$ cat src/rtl/dynode_trigger_cfd.sv
// Constant-fraction trigger for dynode pulses: peak detect on a sample history,
// backward search for the pickoff crossing, 6-bit restoring divide for fine time.
module dynode_trigger_cfd #(
    parameter int          W          = 8,
    parameter int          DEPTH      = 16,
    parameter int          FRAC_SHIFT = 1,
    parameter logic [15:0] BASE_ADDR  = 16'h0E00
) (
    input  logic                     clk,
    input  logic                     reset_n,
    input  logic [33:0]              ibus,
    output logic [15:0]              obus,
    input  logic [W-1:0]             data_in,
    output logic                     single,
    output logic [5:0]               offset,
    output logic [$clog2(DEPTH)-1:0] coarse,
    output logic [W-1:0]             energy,
    output logic                     pileup,
    output logic                     busy
);
    localparam int CW = $clog2(DEPTH);
    localparam logic [CW-1:0] LAST_IDX = CW'(DEPTH - 1);

    localparam logic [2:0] IDLE    = 3'd0;
    localparam logic [2:0] SEARCH  = 3'd1;
    localparam logic [2:0] DIVIDE  = 3'd2;
    localparam logic [2:0] EMIT    = 3'd3;
    localparam logic [2:0] HOLDOFF = 3'd4;

    // ibus: [33] write strobe, [32] read strobe, [31:16] address, [15:0] write data
    logic        bus_wr, bus_rd;
    logic [15:0] bus_addr, bus_wdata, reg_off;
    assign bus_wr    = ibus[33];
    assign bus_rd    = ibus[32];
    assign bus_addr  = ibus[31:16];
    assign bus_wdata = ibus[15:0];
    assign reg_off   = bus_addr - BASE_ADDR;

    // Assertion is immediate, release is aligned to clk through two flops
    logic [1:0] rst_sync;
    logic       rst_n;
    always_ff @(posedge clk or negedge reset_n) begin
        if (!reset_n) rst_sync <= 2'b00;
        else          rst_sync <= {rst_sync[0], 1'b1};
    end
    assign rst_n = rst_sync[1];

    logic [W-1:0]  thresh_low, thresh_high;
    logic [7:0]    holdoff;
    logic [15:0]   trig_cnt, pileup_cnt, reject_cnt;

    logic [2:0]    state;
    logic [W-1:0]  hist [DEPTH];
    logic [W-1:0]  snap [DEPTH];
    logic [W-1:0]  peak_val, level, den;
    logic [W+5:0]  rem;
    logic [5:0]    quo;
    logic [2:0]    dcnt;
    logic [CW-1:0] idx, coarse_lat;
    logic [7:0]    hold_lat, hcnt;
    logic          flag;

    logic          peak;
    logic [CW-1:0] idx_next;
    logic [W+5:0]  rem_shift;
    logic          rem_ge;

    assign peak      = (hist[1] > thresh_low) && (hist[1] >= hist[2]) && (hist[1] > hist[0]);
    assign idx_next  = idx + 1'b1;
    assign rem_shift = {rem[W+4:0], 1'b0};
    assign rem_ge    = rem_shift >= {6'd0, den};
    assign busy      = state != IDLE;

    function automatic logic [15:0] sat_inc(input logic [15:0] v);
        return (v == 16'hFFFF) ? v : v + 16'd1;
    endfunction

    always_ff @(posedge clk or negedge rst_n) begin
        if (!rst_n) begin
            thresh_low  <= W'(16);
            thresh_high <= '1;
            holdoff     <= 8'd4;
        end else if (bus_wr) begin
            case (reg_off)
                16'd0:   thresh_low  <= bus_wdata[W-1:0];
                16'd1:   thresh_high <= bus_wdata[W-1:0];
                16'd2:   holdoff     <= bus_wdata[7:0];
                default: ;
            endcase
        end
    end

    always_comb begin
        obus = 16'd0;
        if (bus_rd) begin
            case (reg_off)
                16'd0:   obus = 16'(thresh_low);
                16'd1:   obus = 16'(thresh_high);
                16'd2:   obus = {8'd0, holdoff};
                16'd3:   obus = trig_cnt;
                16'd4:   obus = pileup_cnt;
                16'd5:   obus = reject_cnt;
                default: obus = 16'd0;
            endcase
        end
    end

    always_ff @(posedge clk or negedge rst_n) begin
        if (!rst_n) begin
            state      <= IDLE;
            single     <= 1'b0;
            offset     <= '0;
            coarse     <= '0;
            energy     <= '0;
            pileup     <= 1'b0;
            trig_cnt   <= '0;
            pileup_cnt <= '0;
            reject_cnt <= '0;
            peak_val   <= '0;
            level      <= '0;
            den        <= '0;
            rem        <= '0;
            quo        <= '0;
            dcnt       <= '0;
            idx        <= '0;
            coarse_lat <= '0;
            hold_lat   <= '0;
            hcnt       <= '0;
            flag       <= 1'b0;
            for (int k = 0; k < DEPTH; k++) begin
                hist[k] <= '0;
                snap[k] <= '0;
            end
        end else begin
            hist[0] <= data_in;
            for (int k = 1; k < DEPTH; k++) hist[k] <= hist[k-1];

            single <= 1'b0;
            offset <= '0;
            coarse <= '0;
            energy <= '0;
            pileup <= 1'b0;

            if (peak && state != IDLE) pileup_cnt <= sat_inc(pileup_cnt);

            case (state)
                IDLE: begin
                    if (peak) begin
                        if (hist[1] > thresh_high) begin
                            reject_cnt <= sat_inc(reject_cnt);
                        end else begin
                            for (int k = 0; k < DEPTH; k++) snap[k] <= hist[k];
                            peak_val <= hist[1];
                            level    <= hist[1] >> FRAC_SHIFT;
                            idx      <= CW'(1);
                            flag     <= 1'b0;
                            hold_lat <= holdoff;
                            state    <= SEARCH;
                        end
                    end
                end
                SEARCH: begin
                    if (peak) flag <= 1'b1;
                    if (snap[idx] > level && snap[idx_next] <= level) begin
                        rem        <= {6'd0, level - snap[idx_next]};
                        den        <= snap[idx] - snap[idx_next];
                        coarse_lat <= idx;
                        quo        <= '0;
                        dcnt       <= '0;
                        state      <= DIVIDE;
                    end else if (idx_next == LAST_IDX) begin
                        reject_cnt <= sat_inc(reject_cnt);
                        hcnt       <= hold_lat;
                        state      <= HOLDOFF;
                    end else begin
                        idx <= idx_next;
                    end
                end
                DIVIDE: begin
                    if (peak) flag <= 1'b1;
                    rem  <= rem_ge ? rem_shift - {6'd0, den} : rem_shift;
                    quo  <= {quo[4:0], rem_ge};
                    dcnt <= dcnt + 3'd1;
                    if (dcnt == 3'd5) state <= EMIT;
                end
                EMIT: begin
                    // 6'h3F is reserved, so a full-scale fraction is pulled back by one
                    single   <= 1'b1;
                    offset   <= (quo == 6'h3F) ? 6'h3E : quo;
                    coarse   <= coarse_lat;
                    energy   <= peak_val;
                    pileup   <= flag;
                    trig_cnt <= sat_inc(trig_cnt);
                    hcnt     <= hold_lat;
                    state    <= HOLDOFF;
                end
                HOLDOFF: begin
                    if (hcnt <= 8'd1) state <= IDLE;
                    else              hcnt  <= hcnt - 8'd1;
                end
                default: state <= IDLE;
            endcase
        end
    end
endmodule
$ cat config.mk
export PLATFORM = sky130hd
export DESIGN_NAME = dynode_trigger_cfd
export DESIGN_NICKNAME = d
export VERILOG_FILES = /design/src/rtl/dynode_trigger_cfd.sv
export SDC_FILE = /design/constraint.sdc
export NUM_CORES = 1
export LEC_CHECK = 0
export BUFFER_PORTS_ARGS = -buffer_cell sky130_fd_sc_hd__buf_4
export CAP_MARGIN = 15
export CORE_MARGIN = 3
export CORE_UTILIZATION = 50
export DETAILED_ROUTE_END_ITERATION = 7
export PLACE_DENSITY_LB_ADDON = 0.1
export SYNTH_ARGS = -nofsm -noshare
export SYNTH_HDL_FRONTEND = slang
export SYNTH_SLANG_ARGS = --single-unit
$ cat constraint.sdc
create_clock -name clk -period 25 [get_ports clk]
set_clock_uncertainty 0.15 [all_clocks]
set_input_delay 1.25 -clock clk [delete_from_list [all_inputs] [get_ports clk]]
set_output_delay 1.25 -clock clk [all_outputs]
set_load 0.005 [all_outputs]
==> out/summary.txt <==
status: complete, no violations
Antenna diodes: 0
Synth Area in Compound Gates: 0.06998
min-delay src: rst_sync[0]$_DFF_PN0_
TritonCTS clock tree: yes
Worst-Skew Late Latency: 550 ps
Hold Path Depth: 0
Setup violations, final: 0
clk buf depth: 3
Max Clk Rate: 173.1 MHz
CTS sink count: 408
worst path required time: 25,280 ps
PostCTS Resize Cnt: 0
ys async rst share: 1.000
drt initial violations: 794
slack of the critical path: 19,220 ps
Total GRT Usage: 0.2087
syn avg cell area: 12.82 um2
CORE AREA: 37,140 um2
Clock transition at path regs: 60 ps
Crit. End Element: flip-flop
hold crit path type: reg2reg
DP Worst Slack: 19,190 ps
setup tns final: 0 ps
Seq cells post-synth: 408
die area: 40,610 um2
Worst R2R Setup Slack: 19,220 ps
Leakage: 9.891 nW
port buffer count: 72
Synth Area in Simple Gates: 0.09381
CTS buffer count: 44
Syn Nets: 1,609
Synth Area in XOR/XNOR: 0.02887
R2R depth: 14
slew margin rel.: 0.2692
antenna-violating nets left: 0
min Tclk post-route: 5778 ps
worst slew pin tran: 1096 ps
IO Pins: 81
DRT Pass-1 Iters: 5
vias per cell: 5.787
CP Class: reg2reg
Die Span Y: 201.5 um
number of global-route vias before repair: 12,230
post-CTS setup buffers: 0
warnings from Yosys: 0
Max Cap Viol: 0
R2R Path End: rem[3]$_DFFE_PN0P_
critical path arrival: 6060 ps
EDFF count, synth: 0
Post-Synthesis Cells: 1,491
Initial Util: 0.5147
Main synth FF type: dfrtp_1
RSZ-0062 raised after global routing: no
Layout Nets: 1,675
via count: 12,120
CTS Hold Buffers Added: 0
post-synthesis sequential area ratio: 0.5349
Post-Synth Adder-Cell Area: 0.04962
CTS root buf: clkbuf_16
number of remaining DRC errors: 0
num rows: 70
first-pass GRT wire length: 68.27 mm
area growth from synthesis to layout: 13.62%
largest family of logic cells by synthesized area: multiplexers
largest net degree at the start of global routing: 203
GR Overflow Total: 0
initial antenna violation count: 0
final hold vios: 0
startpoint types: flip-flop
synthesized area: 19,110 um2
FF-to-FF Start: idx[0]$_DFFE_PN0P_
share of cells above drive strength 1: 0.2715
most common cell after layout, fill and taps aside: dfrtp_1
most frequent cells in the layout: dfrtp_1, mux2_2, nand2_1, buf_4, mux4_2
DP HPWL: 27.88 mm
final worst path period share: 0.2311
Pwr Density: 65.23 nW/um2
Die W: 201.5 um
GP Congestion: 0.8480
WL/cell: 19.85 um
hold path endpoint: rst_sync[1]$_DFF_PN0_
Max IR drop VDD: 0.06022 mV
mux contribution to synthesized area: 0.1943
Slew Limit Fails: 0
Distinct cells, synth: 68
# H-tree levels: 2
DRT Wirelength: 41.59 mm
Crit Path Max Fanout: 32
[registers in the layout, indices dropped and copies added, names as in the netlist, 13 cells and up]
signal,flops
rem,13
hist,128
pileup_cnt,16
trig_cnt,16
reject_cnt,16
snap,120
[cells by family after synthesis]
| logic type | count (synthesis) |
|---|---|
| AO/OA/AOI/OAI | 206 |
| XOR/XNOR | 63 |
| adder cells (fa/ha/maj) | 74 |
| buffers and inverters | 141 |
| flip-flops | 408 |
| multiplexers | 251 |
| other | 1 |
| AND/OR/NAND/NOR | 347 |
[cell type report]
| class | count | area (um2) |
|---|---|---|
| fill | 3062 | 15420 |
| sequential | 408 | 10230 |
| multi-input combinational | 942 | 8393 |
| clock buffer | 64 | 1277 |
| timing repair buffer | 90 | 688.2 |
| tap | 504 | 630.6 |
| inverter | 71 | 266.5 |
| clock inverter | 16 | 227.7 |
[routing by layer]
metal,part of all wire,routed length (um),GRT usage
met1,0.50,20750,0.3278
met2,0.44,18200,0.3068
met3,0.041,1716,0.03122
met4,0.022,922,0.05407
met5,0,0,0
[stage by stage]
step,cells,power [W],instance area (um2),utilization,hold slack [ps]
after floorplan,1491,0.0007339,19110,-,181.2
after global placement,2014,0.0007557,20200,0.5440,190.3
after detailed placement,2014,0.0007577,20200,0.5440,188.6
after CTS,2094,0.001437,21710,0.5845,208.5
after global routing,2095,0.001471,21710,0.5847,211.2
final,2095,0.001416,21710,0.5847,205.8
[how the worst max path moves through the flow]
| stage | startpoint | end | slack (ps) |
|---|---|---|---|
| 5_1_grt | idx[0]$_DFFE_PN0P_ | rem[7]$_DFFE_PN0P_ | 18810 |
| 4_1_cts | ibus[25] | obus[1] | 19180 |
| 6_report | idx[0]$_DFFE_PN0P_ | rem[3]$_DFFE_PN0P_ | 19220 |
| 3_3_place_gp | ibus[25] | obus[0] | 19180 |
| 2_1_floorplan | rst_sync[1]$_DFF_PN0_ | coarse[0]$_DFF_PN0_ | 12650 |
| 3_5_place_dp | ibus[25] | obus[1] | 19190 |
[worst max-delay path, cell delays in order (launching register included)]
cell      delay [ps]
dfrtp_4          750
inv_1            180
ha_1             330
buf_4            470
mux4_2           420
mux4_2           520
ha_1             240
fa_1             410
nor2b_1          180
o31a_1           160
o21ai_0          120
a21boi_0         400
o221a_2          610
nor2_1           280
a221o_1          400
[cell usage after synthesis (all sizes together) (15+ instances only)]
library cell  number  share of area
dfrtp            398           0.52
mux2             157          0.093
nand2             89          0.017
mux4              80          0.094
nor2              75          0.015
ha                71          0.046
inv               71          0.014
o21ai             53          0.014
clkbuf            50         0.0098
a21oi             47          0.012
nand3             39          0.010
xnor2             33          0.015
xor2              30          0.014
and3              27         0.0088
nand4             23         0.0075
nor4              22          0.010
buf               20         0.0046
a31oi             16         0.0052
nor2b             16         0.0052
nor3              15         0.0039
[where the power goes]
group / total (W) / switching (W) / internal [W] / leakage (nW)
logic: 0.0000575 / 0.0000344 / 0.0000231 / 3.93
registers: 0.000687 / 0.0000128 / 0.000674 / 5.23
clock network: 0.000672 / 0.000264 / 0.000407 / 0.730
Power figures use the tool's default switching activity.
